===== config.mk =====
export PLATFORM = sky130hd
export DESIGN_NAME = multicycle_control
export DESIGN_NICKNAME = d
export VERILOG_FILES = /design/src/rtl/multicycle_control.sv
export SDC_FILE = /design/constraint.sdc
export NUM_CORES = 1
export LEC_CHECK = 0
export BUFFER_PORTS_ARGS = -buffer_cell sky130_fd_sc_hd__clkbuf_2
export CAP_MARGIN = 30
export CORE_MARGIN = 2
export CORE_UTILIZATION = 45
export DETAILED_ROUTE_END_ITERATION = 10
export PLACE_DENSITY = 0.71
export SLEW_MARGIN = 20
export SYNTH_ARGS = -nofsm -noshare
export SYNTH_HDL_FRONTEND = slang
export SYNTH_SLANG_ARGS = --single-unit

===== constraint.sdc =====
create_clock -name clk -period 6.4 [get_ports clk]
set_clock_uncertainty 0.05 [all_clocks]
set_input_delay 1.92 -clock clk [delete_from_list [all_inputs] [get_ports clk]]
set_output_delay 1.92 -clock clk [all_outputs]
set_load 0.02 [all_outputs]

===== src/rtl/multicycle_control.sv =====
// LEGv8 multi-cycle control FSM: req/ack memory handshakes, wait-state timeout, retired counter.
// Optional macro ILLEGAL_TRAP_EN: illegal opcodes lock into TRAP instead of retiring as a NOP.
module multicycle_control #(
  parameter int OPCODE_W = 11,
  parameter int ALU_OP_W = 2,
  parameter int WAIT_MAX = 15,
  parameter int CNT_W    = 32
) (
  input  logic                clk,
  input  logic                reset_n,
  input  logic [OPCODE_W-1:0] opcode,
  input  logic                zero,
  input  logic                imem_ack,
  input  logic                dmem_ack,
  output logic                imem_req,
  output logic                dmem_req,
  output logic                mem_read,
  output logic                mem_write,
  output logic                ir_write,
  output logic                pc_write,
  output logic                pc_src,
  output logic                readreg2_control,
  output logic                alu_src,
  output logic [ALU_OP_W-1:0] alu_op,
  output logic                reg_write,
  output logic                mem_to_reg,
  output logic                retire,
  output logic                mem_timeout,
  output logic                illegal_op,
  output logic [CNT_W-1:0]    retired_cnt
);

  typedef enum logic [2:0] {FETCH, DECODE, EXEC, MEM, WB, TRAP} state_t;

  localparam logic [15:0] WAIT_LAST = 16'(WAIT_MAX - 1);

  state_t              state;
  logic [OPCODE_W-1:0] op_q;
  logic [15:0]         wait_cnt;
  logic [10:0]         op11;
  logic                is_r, is_ld, is_st, is_cbz, is_cbnz, is_b, illegal;
  logic                waiting, timeout_hit, taken;

  // DECODE sees the opcode as it is latched; later states use the latched copy.
  assign op11 = 11'((state == DECODE) ? opcode : op_q);

  assign is_r    = (op11 == 11'b10001011000) || (op11 == 11'b11001011000) ||
                   (op11 == 11'b10001010000) || (op11 == 11'b10101010000);
  assign is_ld   = (op11 == 11'b11111000010);
  assign is_st   = (op11 == 11'b11111000000);
  assign is_cbz  = (op11[10:3] == 8'b10110100);
  assign is_cbnz = (op11[10:3] == 8'b10110101);
  assign is_b    = (op11[10:5] == 6'b000101);
  assign illegal = !(is_r || is_ld || is_st || is_cbz || is_cbnz || is_b);

  assign waiting     = ((state == FETCH) && !imem_ack) || ((state == MEM) && !dmem_ack);
  assign timeout_hit = waiting && (wait_cnt == WAIT_LAST);
  assign taken       = is_b || (is_cbz && zero) || (is_cbnz && !zero);

  always_comb begin
    imem_req         = 1'b0;
    dmem_req         = 1'b0;
    mem_read         = 1'b0;
    mem_write        = 1'b0;
    ir_write         = 1'b0;
    pc_write         = 1'b0;
    pc_src           = 1'b0;
    readreg2_control = 1'b0;
    alu_src          = 1'b0;
    alu_op           = '0;
    reg_write        = 1'b0;
    mem_to_reg       = 1'b0;
    retire           = 1'b0;
    mem_timeout      = 1'b0;
    illegal_op       = 1'b0;
    // Outputs are forced low for as long as reset is held.
    if (reset_n) begin
      case (state)
        FETCH: begin
          imem_req    = 1'b1;
          ir_write    = imem_ack;
          pc_write    = imem_ack;
          mem_timeout = timeout_hit;
        end
        DECODE: begin
          readreg2_control = is_st || is_cbz || is_cbnz;
          illegal_op       = illegal;
`ifndef ILLEGAL_TRAP_EN
          retire           = illegal;
`endif
        end
        EXEC: begin
          if (is_r) begin
            alu_op = ALU_OP_W'(2'b10);
          end else if (is_ld || is_st) begin
            alu_src = 1'b1;
          end else begin
            alu_op           = ALU_OP_W'(2'b01);
            readreg2_control = is_cbz || is_cbnz;
            pc_write         = taken;
            pc_src           = taken;
            retire           = 1'b1;
          end
        end
        MEM: begin
          dmem_req    = 1'b1;
          mem_read    = is_ld;
          mem_write   = is_st;
          mem_timeout = timeout_hit;
          retire      = dmem_ack && is_st;
        end
        WB: begin
          reg_write  = 1'b1;
          mem_to_reg = is_ld;
          retire     = 1'b1;
        end
        TRAP: illegal_op = 1'b1;
        default: ;
      endcase
    end
  end

  always_ff @(posedge clk or negedge reset_n) begin
    if (!reset_n) begin
      state       <= FETCH;
      op_q        <= '0;
      wait_cnt    <= '0;
      retired_cnt <= '0;
    end else begin
      if (retire) retired_cnt <= retired_cnt + CNT_W'(1);
      // Any state change clears the wait counter; only unacked request cycles advance it.
      wait_cnt <= '0;
      case (state)
        FETCH: begin
          if (imem_ack)          state    <= DECODE;
          else if (!timeout_hit) wait_cnt <= wait_cnt + 16'd1;
        end
        DECODE: begin
          op_q <= opcode;
          if (illegal)
`ifdef ILLEGAL_TRAP_EN
            state <= TRAP;
`else
            state <= FETCH;
`endif
          else
            state <= EXEC;
        end
        EXEC: begin
          if (is_ld || is_st) state <= MEM;
          else if (is_r)      state <= WB;
          else                state <= FETCH;
        end
        MEM: begin
          if (dmem_ack)         state    <= is_ld ? WB : FETCH;
          else if (timeout_hit) state    <= FETCH;
          else                  wait_cnt <= wait_cnt + 16'd1;
        end
        WB:      state <= FETCH;
        TRAP:    state <= TRAP;
        default: state <= FETCH;
      endcase
    end
  end

endmodule


Word-level counts from Yosys, hierarchy flattened:

Index checks and enable logic that the tools add are counted.

* word-level logic and storage cells: 104
* output and inout bits: 48
* register bits: 62
* bits of input ports: 16

* eq/ne operators: 17
* reductions and logical operators: 28
* muxes and demuxes: 53
* $add $sub $neg: 2

Operators by type and width (number)
* equality test 11 bit (second input constant): 6
* 2-to-1 mux 16 bit: 3
* 2-to-1 mux 1 bit: 33
* adder 32 x 1 -> 32 bit (second input constant): 1
* one-hot mux 16 bit (2 select lines): 1
* 2-to-1 mux 3 bit: 6
* adder 16 x 1 -> 16 bit (second input constant): 1
* equality test 16 x 4 -> 1 bit (second input constant): 1
* equality test 8 bit (second input constant): 2
* logical OR 1 bit: 15
* one-hot mux 3 bit (5 select lines): 1
* 2-to-1 mux 11 bit: 1
* 2-to-1 mux 2 bit: 4
* equality test 3 x 2 -> 1 bit (second input constant): 2
* equality test 3 bit (second input constant): 2
* equality test 6 x 3 -> 1 bit (second input constant): 1
* logical AND 1 bit: 6
* one-hot mux 1 bit (2 select lines): 3
* logical NOT 1 bit: 4
* one-hot mux 1 bit (4 select lines): 1
* equality test 3 x 1 -> 1 bit (second input constant): 1
* logical NOT 3 bit: 1
* inequality test 3 bit (second input constant): 1
* inequality test 2 bit (second input constant): 1
* other kinds (2): 2

Depth between registers and ports, before layout:

Gate-level depths: netlist of the first run.

* depth in word-level cells: 14
* gate-level depth with buffers: 9
* mapped depth without buffers: 8

Least setup slack after synthesis of the first run:

Ideal clock, no wire load.

* path type: in2out
* start: input reset_n
* end: output pc_write
* cell stages on the path: 4
* path slack: 1210 ps
* data required time: 4430 ps
* arrival time: 3220 ps
* buffers on the path: 0
* cell sequence: nor2b_1 > nor3b_1 > and2_1 > a21o_1

* longest elaborated chain between the ends: 1

Ends and longest elaborated chain
* start: declaration: RTL line 10 `input logic reset_n,`
* 2-to-1 mux 1 bit: RTL line 77 `if (reset_n) begin`
* end: declaration: RTL line 20 `output logic pc_write,`

No other way between the ends.

Worst setup path after layout of the first run:

* start: input opcode[6]
* end: output illegal_op

* longest elaborated chain between the ends: 13
* elaborated cells on any way between the ends: 21
* classes of those cells: eq/ne (9); mux (3); reduce/logical (9)

Ends and longest elaborated chain
* start: declaration: RTL line 11 `input logic [OPCODE_W-1:0] opcode,`
* 2-to-1 mux 11 bit *
* equality test 11 bit: RTL line 47 `assign is_r = (op11 == 11'b10001011000) || (op11 == 11'b11001011000) ||`
* logical OR 1 bit (2 in series): RTL line 47
* logical OR 1 bit: RTL line 48 `(op11 == 11'b10001010000) || (op11 == 11'b10101010000);`
* logical OR 1 bit (4 in series): RTL line 54 `assign illegal = !(is_r || is_ld || is_st || is_cbz || is_cbnz || is_b);`
* logical OR 1 bit *: RTL line 54
* logical NOT 1 bit *: RTL line 54
* one-hot mux 1 bit (2 select lines) *: RTL line 78 `case (state)`
* 2-to-1 mux 1 bit *: RTL line 77
* end: declaration: RTL line 29 `output logic illegal_op,`

Mark *: on every way between the ends. The rest lies on a longest branch, timed or not.

==> results of run 1 <==
[kinds of logic after synthesis]
| family | Yosys count | synth area share (%) |
|---|---|---|
| simple gates | 182 | 26.9 |
| flops | 62 | 43.1 |
| compound gates | 56 | 13.3 |
| xor+xnor | 45 | 11.0 |
| buf+inv | 29 | 3.82 |
| mux | 3 | 0.869 |
| fa+ha+maj | 3 | 1.04 |
[layer usage]
metal  GRT usage, %  vias up  wire [um]
met3           3.46       12        382
met2           30.9       74       3840
met1           29.2     1478       3960
li1               -     1452          -
met5              0        -          0
met4           8.58        0        144
[critical path, stage by stage]
cell and delay, ps:
clkbuf_2 120, nor4bb_1 300, nand4_1 150, a22o_2 350, nand2_1 90, a221oi_1 60, o211a_1 240, clkbuf_2 150
[synth_stat cells (3+ instances only)]
library cell  instances
dfrtp_1              62
nand2_1              58
nor2_1               37
xor2_1               31
a21oi_1              14
inv_1                14
xnor2_1              14
and3_1               13
nand3_1              13
a211oi_1             11
nand4_1              11
clkbuf_1              7
nor2b_1               7
o21ai_0               7
a2111oi_2             6
buf_2                 5
nor4_1                4
or2_2                 4
and2_1                3
buf_6                 3
ha_1                  3
nand3b_1              3
nor3_1                3
nor4bb_1              3
o22ai_1               3
or3_1                 3
or4_1                 3
[area by class of cell]
type	instances	area (um2)	share of cell area, %
multi-input combinational	289	1910	45.4
sequential	62	1550	36.9
timing repair buffer	66	338	8.04
clock buffer	12	155	3.69
tap	102	128	3.04
clock inverter	3	67.6	1.61
inverter	14	52.6	1.25
[report_power, final]
group          total (mW)  internal [mW]  switching (mW)
sequential          0.460          0.422          0.0379
clock               0.389          0.239           0.150
combinational       0.148         0.0550          0.0929
total               0.997          0.716           0.281
[flip-flops by register name, indices dropped and copies added, names as in the netlist]
name         flops
op_q            11
retired_cnt     32
state            3
wait_cnt        16
[how the worst max path moves through the flow]
stage / start / end / depth (start not counted)
2_1_floorplan: reset_n / pc_write / 4
3_3_place_gp: opcode[5] / illegal_op / 8
3_5_place_dp: opcode[6] / illegal_op / 8
4_1_cts: opcode[6] / illegal_op / 8
5_1_grt: opcode[6] / illegal_op / 8
6_report: opcode[6] / illegal_op / 8
[per-stage QoR]
stage	cells	setup WS (ps)	total power [mW]	hold slack (ps)	utilization (%)
finish	548	1050	0.997	439	54.4
global route	548	928	1.04	475	54.4
CTS	548	1060	1.00	448	54.4
detailed placement	533	1070	0.616	427	51.5
global placement	533	1110	0.609	420	51.5
floorplan	380	1210	0.559	402	-
==> metrics.txt, run 1 <==
# TYPE chip_impl_metric gauge
chip_impl_metric{name="timing_max_transition_violations_final",unit=""} 0
chip_impl_metric{name="initial_utilization",unit="%"} 46.6
chip_impl_info{name="critPathCaptureType",value="output port"} 1
chip_impl_metric{name="core-area",unit="mm2"} 0.00773
chip_impl_metric{name="yosys.cell_types.count",unit=""} 57
chip_impl_metric{name="floorplan.die_area",unit="mm2"} 0.00873
chip_impl_metric{name="arrival",unit="ps"} 3380
chip_impl_metric{name="synth_top_area_share",unit="%"} 43.1
chip_impl_metric{name="clkSlewWorstSetupHoldPaths",unit="ps"} 60
chip_impl_metric{name="cts_buffer_depth",unit=""} 2
chip_impl_metric{name="first_global_vias",unit=""} 2991
chip_impl_info{name="hold_path_startpoint",value="retired_cnt[8]$_DFFE_PN0P_"} 1
chip_impl_info{name="hold_path_class",value="reg2reg"} 1
chip_impl_metric{name="regToRegSetupSlack",unit="ps"} 3480
chip_impl_metric{name="drtAntennaViolNets",unit=""} 0
chip_impl_metric{name="n_antenna_cell",unit=""} 0
chip_impl_metric{name="power.ir.vdd_worst",unit="V"} 0.000115
chip_impl_metric{name="grt_first_pass_wirelength",unit="um"} 14300
chip_impl_metric{name="wl_per_cell",unit="um"} 15.2
chip_impl_metric{name="gp_routability_congestion",unit=""} 0.914
chip_impl_metric{name="ys_warnings",unit=""} 0
chip_impl_metric{name="syn2layout_area_growth",unit="%"} 16.8
chip_impl_metric{name="timing.reg2reg.worst_path_depth",unit=""} 7
chip_impl_metric{name="die_h",unit="um"} 93.4
chip_impl_metric{name="critPathRequiredTime",unit="ps"} 4430
chip_impl_metric{name="async_flop_share",unit="%"} 100
chip_impl_info{name="clk_root_buffer_cell",value="clkbuf_8"} 1
chip_impl_metric{name="fill_cells",unit=""} 705
chip_impl_metric{name="pin_count_of_the_biggest_net_entering_global_routing",unit=""} 63
chip_impl_info{name="hold-path-endpoint",value="retired_cnt[8]$_DFFE_PN0P_"} 1
chip_impl_metric{name="vias",unit=""} 3016
chip_impl_metric{name="netlist_instances",unit=""} 380
chip_impl_metric{name="p_per_area",unit="mW/mm2"} 237
chip_impl_metric{name="die_width",unit="um"} 93.4
chip_impl_info{name="worst_r2r_startpoint",value="state[0]$_DFFE_PN0P_"} 1
chip_impl_metric{name="fin_tns_setup",unit="ps"} 0
chip_impl_metric{name="synthesis.nets",unit=""} 399
chip_impl_metric{name="hold_viol_final",unit=""} 0
chip_impl_info{name="layout_commonest_cell",value="clkbuf_2"} 1
chip_impl_metric{name="io_pins",unit=""} 64
chip_impl_metric{name="max_clock_freq",unit="GHz"} 0.187
chip_impl_info{name="crit_reg_reg_endpoint",value="retired_cnt[14]$_DFFE_PN0P_"} 1
chip_impl_metric{name="fin_area",unit="mm2"} 0.00420
chip_impl_info{name="timing_worst_setup_path_type",value="in2out"} 1
chip_impl_info{name="run_status",value="completed"} 1
chip_impl_metric{name="post_cts.repair.setup_buffers",unit=""} 0
chip_impl_info{name="setup.worst_path.start_class",value="primary input"} 1
chip_impl_metric{name="drcViolationCount",unit=""} 0
chip_impl_info{name="final_cell_mix",value="clkbuf_2 (63), dfrtp_1 (62), nand2_1 (58)"} 1
chip_impl_info{name="ys_dominant_reg_cell",value="dfrtp_1"} 1
chip_impl_metric{name="drt_first_iter_violations",unit=""} 125
chip_impl_metric{name="cts_resized",unit=""} 0
chip_impl_metric{name="wirelength",unit="um"} 8330
chip_impl_metric{name="synth_sequential_area_ratio",unit="%"} 43.1
chip_impl_info{name="grt_setup_unrepaired",value="no"} 1
chip_impl_metric{name="layout_cells_sized_above_1",unit="%"} 22.6
chip_impl_metric{name="post_cts_hold_buffer_count",unit=""} 0
chip_impl_metric{name="cts_max_level",unit=""} 3
chip_impl_metric{name="rows",unit=""} 32
chip_impl_metric{name="worst_hold_path.num_cells",unit=""} 1
chip_impl_metric{name="grt_antenna_before_repair",unit=""} 0
chip_impl_metric{name="cts_buffers",unit=""} 9
chip_impl_metric{name="drt-vias-per-instance",unit=""} 5.50
chip_impl_metric{name="path_max_fanout",unit=""} 5
chip_impl_metric{name="clock_sink_count",unit=""} 62
chip_impl_metric{name="worst_slew_pin_slew",unit="ps"} 784
chip_impl_metric{name="hpwlAfterDp",unit="um"} 5960
chip_impl_metric{name="grt_overflow_total",unit=""} 0
chip_impl_metric{name="syn_avg_cell_area",unit="um2"} 9.47
chip_impl_metric{name="synth_enable_flop_cells",unit=""} 0
chip_impl_metric{name="min_period",unit="ps"} 5350
chip_impl_metric{name="number_of_register_bits_inferred_by_synthesis",unit=""} 62
chip_impl_metric{name="maxCapViolCount",unit=""} 0
chip_impl_metric{name="worstSkewPairLatency",unit="ps"} 330
chip_impl_metric{name="placed_cell_area",unit="mm2"} 0.00398
chip_impl_metric{name="setup_violations",unit=""} 0
chip_impl_metric{name="timing.final.crit_share",unit="%"} 83.6
chip_impl_metric{name="synthesis.area",unit="mm2"} 0.00360
chip_impl_info{name="cts_tree",value="built"} 1
chip_impl_info{name="synthDominantAreaCellType",value="dfrtp_1"} 1
chip_impl_metric{name="grt_util_all_layers",unit="%"} 20.5
chip_impl_metric{name="drt-pass1-iter-count",unit=""} 4
chip_impl_metric{name="number_of_i_o_port_buffers",unit=""} 63
chip_impl_metric{name="power.leakage",unit="nW"} 2.02
chip_impl_metric{name="final_net_count",unit=""} 461
chip_impl_metric{name="slew-limit-headroom",unit="%"} 47.7
chip_impl_info{name="synth.top_cells.by_area",value="dfrtp_1 (43%), xor2_1 (7.5%), nand2_1 (6.1%), nor2_1 (3.9%), xnor2_1 (3.4%)"} 1
No activity file was read; power rests on OpenSTA's default activity.
==> inputs of run 2 (changes only) <==
Settings changed: ABC_AREA set to 1, PLACE_DENSITY 0.71 to 0.7.
Clock period 6.4 ns to 5.55 ns, I/O delays scaled along.
==> run 2 against run 1 <==
Against the previous run:
- global-route usage up 0.40 points
- wire length up 14%
- clock-buffer cell count down 3
- area after synthesis up 8.8%
- clock power up 16%
- critical path depth up 7
- hold slack better by 1.9 ps
- critical endpoint is now retire
- largest power group is now clock
==> metrics.txt, run 2 <==
# TYPE chip_impl_metric gauge
chip_impl_metric{name="die_h",unit="um"} 97.3
chip_impl_metric{name="synth_enable_flop_cells",unit=""} 0
chip_impl_metric{name="drcViolationCount",unit=""} 0
chip_impl_metric{name="wl_per_cell",unit="um"} 13.1
chip_impl_metric{name="p_int",unit="mW"} 0.711
chip_impl_metric{name="clkSlewWorstSetupHoldPaths",unit="ps"} 80
chip_impl_metric{name="netSwitchingPower",unit="mW"} 0.215
chip_impl_metric{name="fin_area",unit="mm2"} 0.00452
chip_impl_metric{name="wirelength",unit="um"} 9460
chip_impl_metric{name="fill_cells",unit=""} 864
chip_impl_info{name="most_frequent_cells_after_synthesis",value="nand2_1 (173), nor2_1 (69), dfrtp_1 (62), nand3_1 (53), inv_1 (47)"} 1
chip_impl_info{name="crit_chain",value="clkbuf_2 -> inv_1 -> nand3_1 -> nand2_1 -> nand2_1 -> nor2_4 -> nand3_1 -> nor2_1 -> nor2_1 -> nand2_1 -> inv_2 -> nand2_4 -> nand2_4 -> inv_1 -> clkbuf_2"} 1
chip_impl_metric{name="synthesis.nets",unit=""} 566
chip_impl_metric{name="number_of_i_o_port_buffers",unit=""} 63
chip_impl_info{name="top_register",value="retired_cnt"} 1
chip_impl_metric{name="clock_sink_count",unit=""} 62
chip_impl_metric{name="floorplan.die_area",unit="mm2"} 0.00947
chip_impl_metric{name="totalPowerFinal",unit="mW"} 0.926
chip_impl_metric{name="final_net_count",unit=""} 630
chip_impl_metric{name="hpwlAfterDp",unit="um"} 7090
chip_impl_metric{name="p_per_area",unit="mW/mm2"} 205
chip_impl_info{name="timing_worst_setup_path_type",value="in2out"} 1
chip_impl_metric{name="hold_viol_final",unit=""} 0
chip_impl_metric{name="drtAntennaViolNets",unit=""} 0
chip_impl_metric{name="setup_violations",unit=""} 0
chip_impl_metric{name="gp_routability_congestion",unit=""} 0.897
chip_impl_metric{name="p_comb_share",unit="%"} 2.5
chip_impl_metric{name="synth_sequential_area_ratio",unit="%"} 39.6
chip_impl_metric{name="rows",unit=""} 34
chip_impl_metric{name="layout_cells_sized_above_1",unit="%"} 17.7
chip_impl_info{name="synthDominantAreaCellType",value="dfrtp_1"} 1
chip_impl_metric{name="arrival",unit="ps"} 3020
chip_impl_info{name="layout_commonest_cell",value="nand2_1"} 1
chip_impl_metric{name="regArea",unit="mm2"} 0.00155
chip_impl_metric{name="timing_max_transition_violations_final",unit=""} 0
chip_impl_metric{name="yosys.cell_types.count",unit=""} 30
chip_impl_metric{name="power.leakage",unit="nW"} 2.34
chip_impl_metric{name="cp_slowest_stage_delay",unit="ps"} 160
chip_impl_info{name="critPathCaptureType",value="output port"} 1
chip_impl_info{name="setup.worst_path.start_class",value="primary input"} 1
chip_impl_metric{name="cts_resized",unit=""} 0
chip_impl_info{name="cts_tree",value="built"} 1
chip_impl_metric{name="slew-limit-headroom",unit="%"} 61.0
chip_impl_metric{name="power.clock.fraction",unit="%"} 48.8
chip_impl_info{name="synth.top_cells.by_area",value="dfrtp_1 (40%), nand2_1 (17%), nand3_1 (6.8%), xor2_1 (6.7%), nor2_1 (6.6%)"} 1
chip_impl_metric{name="pin_count_of_the_biggest_net_entering_global_routing",unit=""} 53
chip_impl_info{name="hold_path_class",value="reg2reg"} 1
chip_impl_info{name="library_cell_with_the_highest_instance_count_after_synthesis",value="nand2_1"} 1
chip_impl_info{name="ys_dominant_reg_cell",value="dfrtp_1"} 1
chip_impl_metric{name="drt-vias-per-instance",unit=""} 5.09
chip_impl_metric{name="initial_utilization",unit="%"} 45.6
chip_impl_metric{name="grt_overflow_total",unit=""} 0
chip_impl_info{name="cp_slowest_cell",value="nor2_4"} 1
chip_impl_metric{name="number_of_flip_flops_in_the_largest_register",unit=""} 32
chip_impl_metric{name="pwr-share-seq",unit="%"} 48.7
chip_impl_metric{name="path_max_fanout",unit=""} 4
chip_impl_metric{name="max_clock_freq",unit="GHz"} 0.211
chip_impl_info{name="largest_registers_ranked_by_flip_flop_count",value="retired_cnt: 32 flops, wait_cnt: 16 flops, op_q: 11 flops"} 1
chip_impl_metric{name="grt_first_pass_wirelength",unit="um"} 16300
chip_impl_metric{name="async_flop_share",unit="%"} 100
chip_impl_metric{name="number_of_register_bits_inferred_by_synthesis",unit=""} 62
chip_impl_metric{name="footprint_of_the_multi_input_gates",unit="mm2"} 0.00206
chip_impl_metric{name="maxCapViolCount",unit=""} 0
chip_impl_metric{name="ys_warnings",unit=""} 0
chip_impl_metric{name="cts_max_level",unit=""} 3
chip_impl_metric{name="timing.final.crit_share",unit="%"} 85.3
chip_impl_metric{name="synthesis.area",unit="mm2"} 0.00392
chip_impl_metric{name="grt_antenna_before_repair",unit=""} 0
chip_impl_metric{name="netlist_instances",unit=""} 547
chip_impl_metric{name="die_width",unit="um"} 97.3
chip_impl_metric{name="place_worst_setup_slack",unit="ps"} 819
chip_impl_metric{name="worstSkewPairLatency",unit="ps"} 350
chip_impl_metric{name="cts_buffers",unit=""} 9
chip_impl_metric{name="fin_tns_setup",unit="ps"} 0
chip_impl_metric{name="switching_share",unit="%"} 23.2
chip_impl_metric{name="grt_util_all_layers",unit="%"} 20.9
chip_impl_metric{name="drt_first_iter_violations",unit=""} 178
chip_impl_metric{name="synth_top_area_share",unit="%"} 39.6
chip_impl_metric{name="worst_slew_pin_slew",unit="ps"} 585
chip_impl_metric{name="regToRegSetupSlack",unit="ps"} 2870
chip_impl_info{name="crit_top_cell",value="nand2_1"} 1
chip_impl_metric{name="syn2layout_area_growth",unit="%"} 15.3
chip_impl_metric{name="power.ir.vdd_worst",unit="V"} 0.000125
chip_impl_metric{name="timing.final.ws_setup",unit="ps"} 813
chip_impl_metric{name="critPathRequiredTime",unit="ps"} 3840
chip_impl_metric{name="min_period",unit="ps"} 4740
chip_impl_metric{name="cts_buffer_depth",unit=""} 2
chip_impl_info{name="final_cell_mix",value="nand2_1 (173), nor2_1 (69), clkbuf_2 (62), dfrtp_1 (62), nand3_1 (53)"} 1
chip_impl_metric{name="post_cts_hold_buffer_count",unit=""} 0
chip_impl_metric{name="syn_avg_cell_area",unit="um2"} 7.16
chip_impl_metric{name="drt-pass1-iter-count",unit=""} 4
chip_impl_info{name="clk_root_buffer_cell",value="clkbuf_8"} 1
chip_impl_metric{name="first_global_vias",unit=""} 3512
chip_impl_info{name="run_status",value="completed"} 1
chip_impl_metric{name="post_cts.repair.setup_buffers",unit=""} 0
chip_impl_metric{name="core-area",unit="mm2"} 0.00859
chip_impl_metric{name="n_antenna_cell",unit=""} 0
chip_impl_metric{name="io_pins",unit=""} 64
chip_impl_metric{name="placed_cell_area",unit="mm2"} 0.00429
chip_impl_info{name="grt_setup_unrepaired",value="no"} 1
chip_impl_metric{name="vias",unit=""} 3685
## run 2: changes by cell type after synthesis, sizes merged, moves of 9 or more
| cell | previous run | this run |
|---|---|---|
| nor2 | 37 | 73 |
| a2111oi | 9 | 0 |
| inv | 14 | 51 |
| nand3 | 14 | 56 |
| and3 | 13 | 0 |
| a211oi | 11 | 0 |
| nand2 | 59 | 185 |
| nor3 | 3 | 23 |
## run 2: cells by family after synthesis
logic type / synth area share, %
AND/OR/NAND/NOR: 40.2
flip-flops: 39.6
XOR/XNOR: 8.50
AO/OA/AOI/OAI: 2.97
adder cells (fa/ha/maj): 0.959
buffers and inverters: 7.76
## run 2: worst max-delay path, delay by kind of cell
family                 cells  cell delay [ps]
buffers and inverters      5              420
AND/OR/NAND/NOR           10              940
## run 2: area by class of cell
cell class / instances / share of cell area (%)
Tap cell: 108 / 2.99
Clock buffer: 9 / 2.74
Clock inverter: 7 / 2.16
Multi-Input combinational cell: 418 / 45.6
Inverter: 53 / 4.41
Timing Repair Buffer: 67 / 7.70
Sequential cell: 62 / 34.4
## run 2: worst paths after layout
path                       cells past startpoint                          to            startpoint
min in group asynchronous                      2           op_q[3]$_DFF_PN0_               reset_n
hold reg to reg                                2           op_q[0]$_DFF_PN0_     op_q[0]$_DFF_PN0_
hold / removal                                 2           op_q[0]$_DFF_PN0_     op_q[0]$_DFF_PN0_
max in group asynchronous                      2  retired_cnt[7]$_DFFE_PN0P_               reset_n
setup / recovery                              15                      retire             opcode[1]
setup reg to reg                              12  retired_cnt[0]$_DFFE_PN0P_  state[2]$_DFFE_PN0P_
## run 2: routing by layer
layer | part of all wire, % | wire length (um) | global-route usage (%)
met1 | 44 | 4200 | 27.3
met2 | 48 | 4500 | 34.8
met3 | 6.2 | 584 | 3.45
met4 | 1.9 | 180 | 8.23
met5 | 0 | 0 | 0
## run 2: power by group through the flow
stage          Sequential (mW)  Combinational [mW]  Clock [mW]
4_1_cts                  0.451              0.0241       0.460
5_1_grt                  0.451              0.0267       0.485
6_report                 0.451              0.0229       0.452
3_5_place_dp             0.460              0.0239           0
2_1_floorplan            0.460             0.00652           0
3_3_place_gp             0.460              0.0236           0
## run 2: through the flow
stage                     hold WS (ps)  instances  utilization [%]
after global placement             421        708             50.0
after CTS                          448        724             52.5
after floorplan                    403        547                -
after global routing               478        724             52.5
final                              441        724             52.5
after detailed placement           429        708             50.0
==> inputs of run 3 (changes only) <==
Settings changed: PLACE_DENSITY 0.7 to 0.66.
==> run 3 against run 2 <==
Against the previous run:
- power is 3.9% lower
- clock power decreased by 8.2%
- global-route usage increased by 0.42 points
- hold slack improved by 23 ps
- final cell count stayed put
- core utilization fell by 0.20 points
- critical endpoint is now alu_src
- largest power group is now registers
==> metrics.txt, run 3 (synthesis gave the netlist of run 2 again) <==
# TYPE chip_impl_metric gauge
chip_impl_info{name="run_status",value="completed"} 1
chip_impl_metric{name="cts_resized",unit=""} 0
chip_impl_info{name="top_register",value="retired_cnt"} 1
chip_impl_metric{name="path_buf_inv",unit=""} 2
chip_impl_metric{name="fill_cells",unit=""} 862
chip_impl_metric{name="timing_max_transition_violations_final",unit=""} 0
chip_impl_metric{name="final_util",unit="%"} 52.3
chip_impl_info{name="setup.worst_path.start_class",value="primary input"} 1
chip_impl_metric{name="placed_cell_area",unit="mm2"} 0.00429
chip_impl_metric{name="drt-vias-per-instance",unit=""} 5.04
chip_impl_metric{name="fin_area",unit="mm2"} 0.00450
chip_impl_metric{name="number_of_flip_flops_in_the_largest_register",unit=""} 32
chip_impl_metric{name="netSwitchingPower",unit="mW"} 0.220
chip_impl_metric{name="core-area",unit="mm2"} 0.00859
chip_impl_metric{name="worst_slew_pin_slew",unit="ps"} 570
chip_impl_metric{name="grt_util_all_layers",unit="%"} 21.3
chip_impl_info{name="crit_chain",value="clkbuf_2 -> nand4_1 -> nand2_2 -> nor2_1 -> nand2_1 -> nor2_2 -> o21ai_2 -> or2_2 -> nor3_1 -> clkbuf_2"} 1
chip_impl_metric{name="clkSlewWorstSetupHoldPaths",unit="ps"} 80
chip_impl_metric{name="clock_sink_count",unit=""} 62
chip_impl_metric{name="hpwlAfterDp",unit="um"} 7080
chip_impl_metric{name="number_of_i_o_port_buffers",unit=""} 63
chip_impl_metric{name="grt_antenna_before_repair",unit=""} 0
chip_impl_metric{name="setup_violations",unit=""} 0
chip_impl_metric{name="switching_share",unit="%"} 24.7
chip_impl_metric{name="hold-worst-slack",unit="ps"} 464
chip_impl_metric{name="path_max_fanout",unit=""} 5
chip_impl_info{name="final_cell_mix",value="nand2_1 (173), nor2_1 (69), clkbuf_2 (62), dfrtp_1 (62), nand3_1 (53)"} 1
chip_impl_metric{name="wirelength",unit="um"} 9490
chip_impl_metric{name="maxCapViolCount",unit=""} 0
chip_impl_metric{name="p_per_area",unit="mW/mm2"} 198
chip_impl_info{name="cts_tree",value="built"} 1
chip_impl_metric{name="pwr-share-seq",unit="%"} 50.7
chip_impl_metric{name="cts_buffers",unit=""} 9
chip_impl_metric{name="arrival",unit="ps"} 3060
chip_impl_info{name="layout_commonest_cell",value="nand2_1"} 1
chip_impl_metric{name="p_int",unit="mW"} 0.670
chip_impl_info{name="largest_registers_ranked_by_flip_flop_count",value="retired_cnt: 32 flops, wait_cnt: 16 flops, op_q: 11 flops"} 1
chip_impl_info{name="grt_setup_unrepaired",value="no"} 1
chip_impl_metric{name="rows",unit=""} 34
chip_impl_metric{name="drt-pass1-iter-count",unit=""} 5
chip_impl_metric{name="post_cts_hold_buffer_count",unit=""} 0
chip_impl_info{name="critPathCaptureType",value="output port"} 1
chip_impl_info{name="cp_slowest_cell",value="or2_2"} 1
chip_impl_metric{name="drt_first_iter_violations",unit=""} 177
chip_impl_metric{name="p_comb_share",unit="%"} 2.6
chip_impl_metric{name="final_cell_count_no_fill",unit=""} 724
chip_impl_metric{name="floorplan.die_area",unit="mm2"} 0.00947
chip_impl_metric{name="numPlacedInstances",unit=""} 708
chip_impl_metric{name="drtAntennaViolNets",unit=""} 0
chip_impl_metric{name="max_clock_freq",unit="GHz"} 0.209
chip_impl_metric{name="timing.final.crit_share",unit="%"} 86.1
chip_impl_metric{name="grt_overflow_total",unit=""} 0
chip_impl_info{name="worst_path_dominant_cell_family",value="simple AND/OR/NAND/NOR gates"} 1
chip_impl_metric{name="power.ir.vdd_worst",unit="V"} 0.000126
chip_impl_metric{name="cts_buffer_depth",unit=""} 2
chip_impl_metric{name="cts_max_level",unit=""} 3
chip_impl_info{name="clk_root_buffer_cell",value="clkbuf_8"} 1
chip_impl_metric{name="layout_cells_sized_above_1",unit="%"} 17.7
chip_impl_metric{name="place_worst_setup_slack",unit="ps"} 799
chip_impl_metric{name="slew-limit-headroom",unit="%"} 62.0
chip_impl_metric{name="totalPowerFinal",unit="mW"} 0.890
chip_impl_metric{name="fin_tns_setup",unit="ps"} 0
chip_impl_info{name="hold_path_class",value="reg2reg"} 1
chip_impl_metric{name="io_pins",unit=""} 64
chip_impl_metric{name="power.leakage",unit="nW"} 2.33
chip_impl_info{name="crit_top_cell",value="clkbuf_2"} 1
chip_impl_info{name="timing_worst_setup_path_type",value="in2out"} 1
chip_impl_metric{name="post_cts.repair.setup_buffers",unit=""} 0
chip_impl_metric{name="min_period",unit="ps"} 4780
chip_impl_metric{name="n_antenna_cell",unit=""} 0
chip_impl_metric{name="initial_utilization",unit="%"} 45.6
chip_impl_metric{name="wl_per_cell",unit="um"} 13.1
chip_impl_metric{name="vias",unit=""} 3646
chip_impl_metric{name="syn2layout_area_growth",unit="%"} 14.9
chip_impl_metric{name="hold_viol_final",unit=""} 0
chip_impl_metric{name="pin_count_of_the_biggest_net_entering_global_routing",unit=""} 52
chip_impl_metric{name="final_net_count",unit=""} 630
chip_impl_metric{name="gp_routability_congestion",unit=""} 0.880
chip_impl_metric{name="die_width",unit="um"} 97.3
chip_impl_metric{name="cp_slowest_stage_delay",unit="ps"} 310
chip_impl_metric{name="grt_first_pass_wirelength",unit="um"} 16500
chip_impl_metric{name="worstSkewPairLatency",unit="ps"} 360
chip_impl_metric{name="timing.final.ws_setup",unit="ps"} 770
chip_impl_metric{name="first_global_vias",unit=""} 3504
chip_impl_metric{name="critPathRequiredTime",unit="ps"} 3840
chip_impl_metric{name="power.clock.fraction",unit="%"} 46.7
chip_impl_metric{name="drcViolationCount",unit=""} 0
chip_impl_metric{name="die_h",unit="um"} 97.3
[run 3: cell count changes in the layout (fill, tap and decap cells not counted)]
cell	delta
inv_6	+2
bufinv_16	-1
clkinv_2	-1
[run 3: routing by layer]
layer  part of all wire [%]  global-route usage (%)  vias to the layer above
met5                      0                       0                        -
met4                    1.8                    8.12                        0
met3                    5.5                    4.10                       15
met2                     47                    34.7                      112
met1                     45                    28.3                     1650
li1                       -                       -                     1869
[run 3: power groups by stage]
stage / sequential (mW) / combinational [mW] / clock (mW)
after floorplan: 0.460 / 0.00652 / 0
after global placement: 0.460 / 0.0237 / 0
after detailed placement: 0.460 / 0.0239 / 0
after CTS: 0.451 / 0.0241 / 0.426
after global routing: 0.451 / 0.0271 / 0.449
final: 0.451 / 0.0234 / 0.415
[run 3: cell type report]
cell class	count	area [um2]	share of cell area (%)
flip-flops and latches	62	1550	34.5
inverters	53	199	4.42
well taps	108	135	3.00
clock inverters	7	80.1	1.78
repair buffers	67	348	7.73
multi-input cells	418	2060	45.8
clock buffers	9	124	2.75
[run 3: path summary, 6_finish.rpt]
check,slack (ps),end,start,cells past startpoint
setup reg to reg,2850,retired_cnt[9]$_DFFE_PN0P_,state[2]$_DFFE_PN0P_,12
max in group asynchronous,3700,retired_cnt[7]$_DFFE_PN0P_,reset_n,2
setup / recovery,770,alu_src,opcode[4],10
hold reg to reg,460,op_q[2]$_DFF_PN0_,op_q[2]$_DFF_PN0_,2
min in group asynchronous,1340,wait_cnt[8]$_DFF_PN0_,reset_n,2
hold / removal,460,op_q[2]$_DFF_PN0_,op_q[2]$_DFF_PN0_,2
[run 3: worst reg2reg max path, cell delays in order, from the launching register on]
cell and delay [ps]:
dfrtp_1 460, inv_2 190, nand3_2 330, nand2_1 160
nand2_1 90, nand2_1 140, nor2_4 70, o21ai_2 210
nand4_1 220, nand2_4 170, buf_4 320, nand3_1 150
nand2_1 100
